<file path="config.mk">
export PLATFORM = sky130hd
export DESIGN_NAME = ov7670_capture
export DESIGN_NICKNAME = d
export VERILOG_FILES = /design/src/rtl/ov7670_capture.sv
export SDC_FILE = /design/constraint.sdc
export NUM_CORES = 1
export LEC_CHECK = 0
export ABC_AREA = 1
export CAP_MARGIN = 20
export CORE_MARGIN = 4
export CORE_UTILIZATION = 50
export DETAILED_ROUTE_END_ITERATION = 10
export PLACE_DENSITY = 0.75
export SYNTH_ARGS = -nofsm -noshare
export SYNTH_HDL_FRONTEND = slang
export SYNTH_SLANG_ARGS = --single-unit
export TNS_END_PERCENT = 5
</file>
<file path="constraint.sdc">
create_clock -name pclk -period 2.1 [get_ports pclk]
set_input_delay 0.315 -clock pclk [delete_from_list [all_inputs] [get_ports pclk]]
set_output_delay 0.315 -clock pclk [all_outputs]
set_load 0.05 [all_outputs]
</file>
<file path="src/rtl/ov7670_capture.sv">
// OV7670 RGB444 capture: assembles two-byte pixels and writes whole frames to a linear frame buffer.
// Optional OV7670_CAPTURE_SKIP_EN: capture only every other camera frame.
module ov7670_capture #(
  parameter int H_RES  = 640,
  parameter int V_RES  = 480,
  parameter int ADDR_W = 19
) (
  input  logic              pclk,
  input  logic              resetn,
  input  logic              cam_vsync,
  input  logic              cam_href,
  input  logic [7:0]        cam_data,
  input  logic              capture_en,
  output logic [ADDR_W-1:0] frame_addr,
  output logic [11:0]       frame_pixel,
  output logic              frame_we,
  output logic              frame_done,
  output logic              overflow,
  output logic [9:0]        line_count
);

  localparam logic [ADDR_W:0] PIX_TOTAL = (ADDR_W+1)'(H_RES * V_RES);

  typedef enum logic [1:0] {IDLE, SYNC, ACTIVE} state_t;
  state_t state;

  logic        vs_q, vs_q2, hr_q, hr_q2;
  logic [7:0]  d_q;
  logic        phase;
  logic [3:0]  r;
  logic        pend;
  logic [11:0] pend_pix;
  logic        done_pend;
  logic [9:0]  lines;

  logic        vs_rise, vs_fall, hr_fall;
  logic        start;
  logic        room;
  logic [9:0]  lines_nx;

`ifdef OV7670_CAPTURE_SKIP_EN
  logic toggle;
`endif

  always_comb begin
    vs_rise  = vs_q & ~vs_q2;
    vs_fall  = ~vs_q & vs_q2;
    hr_fall  = ~hr_q & hr_q2;
    room     = {1'b0, frame_addr} < PIX_TOTAL;
    lines_nx = (hr_fall && lines != '1) ? lines + 10'd1 : lines;
`ifdef OV7670_CAPTURE_SKIP_EN
    start    = vs_fall & capture_en & ~toggle;
`else
    start    = vs_fall & capture_en;
`endif
  end

  // Completed pixels sit one cycle in pend so the write, its address and
  // frame_done all appear on the same registered stage.
  always_ff @(posedge pclk) begin
    if (!resetn) begin
      vs_q        <= 1'b0;
      vs_q2       <= 1'b0;
      hr_q        <= 1'b0;
      hr_q2       <= 1'b0;
      d_q         <= '0;
      state       <= IDLE;
      phase       <= 1'b0;
      r           <= '0;
      pend        <= 1'b0;
      pend_pix    <= '0;
      done_pend   <= 1'b0;
      lines       <= '0;
      frame_addr  <= '0;
      frame_pixel <= '0;
      frame_we    <= 1'b0;
      frame_done  <= 1'b0;
      overflow    <= 1'b0;
      line_count  <= '0;
`ifdef OV7670_CAPTURE_SKIP_EN
      toggle      <= 1'b0;
`endif
    end else begin
      vs_q  <= cam_vsync;
      vs_q2 <= vs_q;
      hr_q  <= cam_href;
      hr_q2 <= hr_q;
      d_q   <= cam_data;

      frame_we   <= 1'b0;
      frame_done <= done_pend;
      done_pend  <= 1'b0;
      pend       <= 1'b0;

      if (frame_we)
        frame_addr <= frame_addr + ADDR_W'(1);

      if (pend) begin
        frame_pixel <= pend_pix;
        if (room)
          frame_we <= 1'b1;
        else
          overflow <= 1'b1;
      end

`ifdef OV7670_CAPTURE_SKIP_EN
      if (vs_fall)
        toggle <= ~toggle;
`endif

      case (state)
        IDLE: begin
          if (vs_rise)
            state <= SYNC;
        end
        SYNC: begin
          if (start) begin
            state      <= ACTIVE;
            frame_addr <= '0;
            phase      <= 1'b0;
            overflow   <= 1'b0;
            lines      <= '0;
          end
        end
        ACTIVE: begin
          if (hr_q) begin
            if (!phase) begin
              r     <= d_q[3:0];
              phase <= 1'b1;
            end else begin
              pend     <= 1'b1;
              pend_pix <= {r, d_q};
              phase    <= 1'b0;
            end
          end else if (hr_fall) begin
            phase <= 1'b0;
          end
          lines <= lines_nx;
          if (vs_rise) begin
            done_pend  <= 1'b1;
            line_count <= lines_nx;
            state      <= SYNC;
          end
        end
        default: state <= IDLE;
      endcase
    end
  end

endmodule

</file>
# After elaboration in Yosys (flattened, before gate mapping)
# Index checks and enable logic that the tools add are counted.
# totals
latchBits	0
inputBits	13
reg_bits	87
memories	0
rom_bits	0
word_cells	69
out_inout_bits	44
ramBits	0
# classes
bitwise_logic	8
reduce_logical	13
eq_ne	6
addsub	2
multipliers	0
order_cmp	1
shift	0
muxes	21
div_mod_pow	0
# op_table
operator	n
19-bit two-way mux	3
10-bit two-way mux	2
10-bit case mux with 2 select lines	1
19-bit by 1-bit adder with 19-bit output (second input constant)	1
19-bit less-than comparator (second input constant)	1
3-bit AND reduction	4
1-bit two-way mux	11
10-bit by 1-bit adder with 10-bit output (second input constant)	1
10-bit inequality test (second input constant)	1
2-bit AND reduction	5
1-bit bitwise AND	4
2-bit two-way mux	2
1-bit inverter	4
2-bit case mux with 2 select lines	1
3-bit inequality test (second input constant)	1
2-bit by 1-bit == test with 1-bit output (second input constant)	1
2-bit == test (second input constant)	1
2-bit zero test	1
2-bit by 1-bit inequality test with 1-bit output (second input constant)	1
2-bit inequality test (second input constant)	1
1-bit case mux with 2 select lines	1
2-bit nonzero test	1
2-bit OR reduction	1
1-bit logical AND	1

# Logic depth before layout (Yosys ltp)
# depth
ltp_word	5
ltp_mapped	11
depth_no_buf	10

# Worst setup path after synthesis
# OpenSTA, ideal clock, no wires.
# synth_timing
path_kind	flip-flop to flip-flop
from	reg frame_addr[1]
to	reg frame_addr[18]
period_less_slack_ns	1.879
path_stages_with_launch	11
n_path_buf	0
setup_time_ns	0.117
required_ns	1.983
setup_slack_ns	0.221
arrival_time_ns	1.762
cell_sequence	dfxtp_1 -> ha_1 -> nand3_1 -> nor2_4 -> nand2_2 -> nor2_4 -> nand2_1 -> nor2_1 -> nand3_1 -> nand2_1 -> nor2_1
# synth_via
elab_chain_cells	4
# synth_lines
item	line	text
start, declared	14	output logic [ADDR_W-1:0] frame_addr,
start signal, assigned	96	frame_addr <= frame_addr + ADDR_W'(1);
19-bit by 1-bit adder with 19-bit output (*)	96	
19-bit two-way mux (*)	95	if (frame_we)
19-bit two-way mux	117	if (start) begin
19-bit two-way mux (*)	111	case (state)
# Every way passes the cells marked *; elsewhere a longest branch is shown, timed or not.
# A chain may end at the register's enable or synchronous reset.

# Worst setup path in the final report
# layout_timing
from	reg frame_we
to	out frame_we
# layout_lines
item	line	text
start, declared	16	output logic frame_we,
start signal, assigned	76	frame_we <= 1'b0;
start signal, assigned	90	frame_we <= 1'b0;
start signal, assigned	101	frame_we <= 1'b1;
# No word-level cell between the ends.

==> out/qor.yml <==
final_layout:
  layout-drive-gt1-share: 0.0844
  register_area_sq_um: 1740
  final_cell_mix: "nor2_1 (108), nand2_1 (99), dfxtp_1 (87)"
  final_common_cell: "nor2_1"
  syn_to_final_growth_pct: 24.4
  nNetsFinal: 579
  antenna_cells: 0
  multiInputGateArea_sq_um: 1600
  nFillCells: 616
floorplanning:
  die_w_um: 93.4
  fp-row-count: 30
  start_util: 0.525
  core_sq_um: 6940
  dieArea_sq_um: 8710
  ios: 57
  die_y_um: 93.4
worst_setup_path:
  critPathMaxFanout: 8
  cpLargestDelayFamily: "buffers and inverters"
  critPathLaunch: "frame_we"
  cp.required_ns: 1.78
  path_class: "flop to output port"
  slowest_stage: "clkdlybuf4s50_1"
  max_stage_delay_ns: 0.86
  crit_cells: 1
  cp.arrival_ns: 1.69
  r2r-start: "lines[1]"
  crit_chain: "clkdlybuf4s50_1"
  startpoint_type: "flop"
  endpoint: "frame_we"
  r2r_slack_ns: 0.35
  crit_path_end_kind: "output port"
  ff2ff_path_depth: 10
  crit_buf_inv: 1
  r2r-end: "line_count[9]"
yosys:
  synth_nets: 519
  ys_ff_latch: 87
  netlist_area_sq_um: 3640
  synthDistinctLibCells: 33
  yosysWarnings: 0
  synth.avg_cell_area_sq_um: 7.23
  yosysSeqAreaShare: 0.478
  synth_cells: 504
timing:
  holdWs_ns: 0.422
  setup-tns-final_ns: 0
  finClkSkew_ns: 0.00510
  grt_setup_unrepaired: "false"
  hold_viol_final: 0
  fmax_mhz: 498
  relSlewSlack: 0.664
  drv_slew: 0
  layout_min_cycle_time_ns: 2.01
  finalCritPeriodShare: 0.957
  setup_violations: 0
  tightest_slew_ns: 0.502
route:
  vias: 3235
  drtIter0Drc: 140
  wl_per_cell_um: 11.6
  firstDrtPassIters: 4
  routed_via_density: 4.86
  drt-total-wl_mm: 7.72
  drc_errors: 0
  postRouteAntennaNets: 0
power:
  power_density_nw_per_um2: 659
  p_leak_nw: 1.90
  peakVddDrop_uv: 412
cts:
  clkLatencyLatePin_ns: 0.36
  cts_sinks: 87
  htreeDepth: 3
  tritoncts: "built"
  cts.clk_slew.worst_paths_ns: 0.09
  cts_hold_buf: 0
  numCtsBuffers: 9
  cts_post_setup_buffers_inserted: 0
  clock-root-buffer: "clkbuf_8"
  cts_buffer_depth: 2
  cts-resized-gates: 0
place:
  place_congestion: 0.879
  io_buffer_count: 56
  dp.final_hpwl_mm: 5.52
global_routing:
  grt_pass1_vias: 3065
  grt.total_usage: 0.189
  antenna_found_initial: 0
  grt_pass1_wl_mm: 13.4
  grt_start_max_net_pins: 46
  grt-ovfl-total: 0
status:
  status: "complete, no violations"
job:
  drv_cap: 0
hold_path:
  worstHoldPathType: "flop to flop"
-- state kept, by name (all words and copies together), names as in the netlist --
signal	flops
d_q	8
r	4
frame_addr	19
lines	10
pend	1
frame_we	1
hr_q	1
frame_done	1
hr_q2	1
pend_pix	12
state	2
overflow	1
line_count	10
vs_q2	1
phase	1
done_pend	1
vs_q	1
frame_pixel	12
-- synth_stat cells --
| cell type | n | area share |
|---|---|---|
| a211oi_1 | 1 | 0.0021 |
| a21o_1 | 1 | 0.0021 |
| a21oi_1 | 19 | 0.026 |
| a21oi_2 | 6 | 0.014 |
| a41oi_1 | 1 | 0.0024 |
| buf_1 | 1 | 0.0010 |
| buf_2 | 5 | 0.0069 |
| buf_8 | 1 | 0.0041 |
| clkbuf_1 | 9 | 0.0093 |
| dfxtp_1 | 87 | 0.48 |
| ha_1 | 2 | 0.0069 |
| inv_1 | 58 | 0.060 |
| inv_2 | 1 | 0.0010 |
| nand2_1 | 99 | 0.10 |
| nand2_2 | 4 | 0.0069 |
| nand2_4 | 1 | 0.0031 |
| nand3_1 | 17 | 0.023 |
| nand3b_1 | 3 | 0.0062 |
| nand3b_2 | 1 | 0.0031 |
| nand4_1 | 6 | 0.010 |
| nor2_1 | 108 | 0.11 |
| nor2_2 | 2 | 0.0034 |
| nor2_4 | 2 | 0.0062 |
| nor3_1 | 7 | 0.0096 |
| nor3_2 | 1 | 0.0027 |
| nor3b_1 | 1 | 0.0021 |
| o21a_1 | 2 | 0.0041 |
| o21ai_0 | 45 | 0.062 |
| o21ai_2 | 3 | 0.0072 |
| o21bai_1 | 1 | 0.0021 |
| or2_2 | 2 | 0.0034 |
| xnor2_1 | 4 | 0.0096 |
| xor2_1 | 3 | 0.0072 |
-- where the power goes --
group	total [mW]	internal, mW	switching [mW]
clock	1.22	0.600	0.624
combinational	0.0933	0.0401	0.0531
sequential	1.67	1.66	0.00721
total	2.99	2.30	0.684
-- metrics by stage --
| stage | instance area (sq um) | utilization | worst slack (ns) | power [mW] | instances |
|---|---|---|---|---|---|
| finish | 4530 | 0.652 | 0.0902 | 2.99 | 665 |
| global route | 4530 | 0.652 | 0.0216 | 3.09 | 665 |
| global placement | 4310 | 0.621 | 0.265 | 1.80 | 649 |
| detailed placement | 4310 | 0.621 | 0.248 | 1.80 | 649 |
| CTS | 4530 | 0.652 | 0.0794 | 3.01 | 665 |
| floorplan | 3640 | - | 0.221 | 1.76 | 504 |
-- cell families (layout without fill, tap and decap cells) --
group                    count (synthesis)  count (layout)  share of synthesized area
AND/OR/NAND/NOR                        254             254                      0.294
flip-flops                              87              87                      0.478
AO/OA/AOI/OAI                           79              79                      0.122
buffers and inverters                   75             140                     0.0821
XOR/XNOR                                 7               7                     0.0168
adder cells (fa/ha/maj)                  2               2                    0.00687
-- metal layers --
layer  track usage  up-vias  part of all wire  routed length (um)
met5             0        -                 0                   0
met1         0.231     1450              0.45                3490
met4        0.0842        0             0.016                 121
li1              -     1702                 -                   -
met2         0.323       72              0.48                3720
met3        0.0330       11             0.051                 393
-- final cells by class --
cell class / count / area share
Sequential cell: 87 / 0.384
Tap cell: 96 / 0.0265
Inverter: 59 / 0.0489
Timing Repair Buffer: 65 / 0.139
Multi-Input combinational cell: 342 / 0.353
Clock inverter: 6 / 0.0177
Clock buffer: 10 / 0.0304
-- worst min path at each step --
stage | from | cells past startpoint | end
3_3_place_gp | done_pend | 2 | frame_done
3_5_place_dp | done_pend | 2 | frame_done
4_1_cts | done_pend | 2 | frame_done
6_report | done_pend | 2 | frame_done
2_1_floorplan | done_pend | 2 | frame_done
5_1_grt | done_pend | 2 | frame_done
-- worst min-delay path: stages (launching register included) --
cell and delay [ns]:
dfxtp_1 0.32, nand2_1 0.05, inv_1 0.04
No activity file was read; power rests on OpenSTA's default activity.
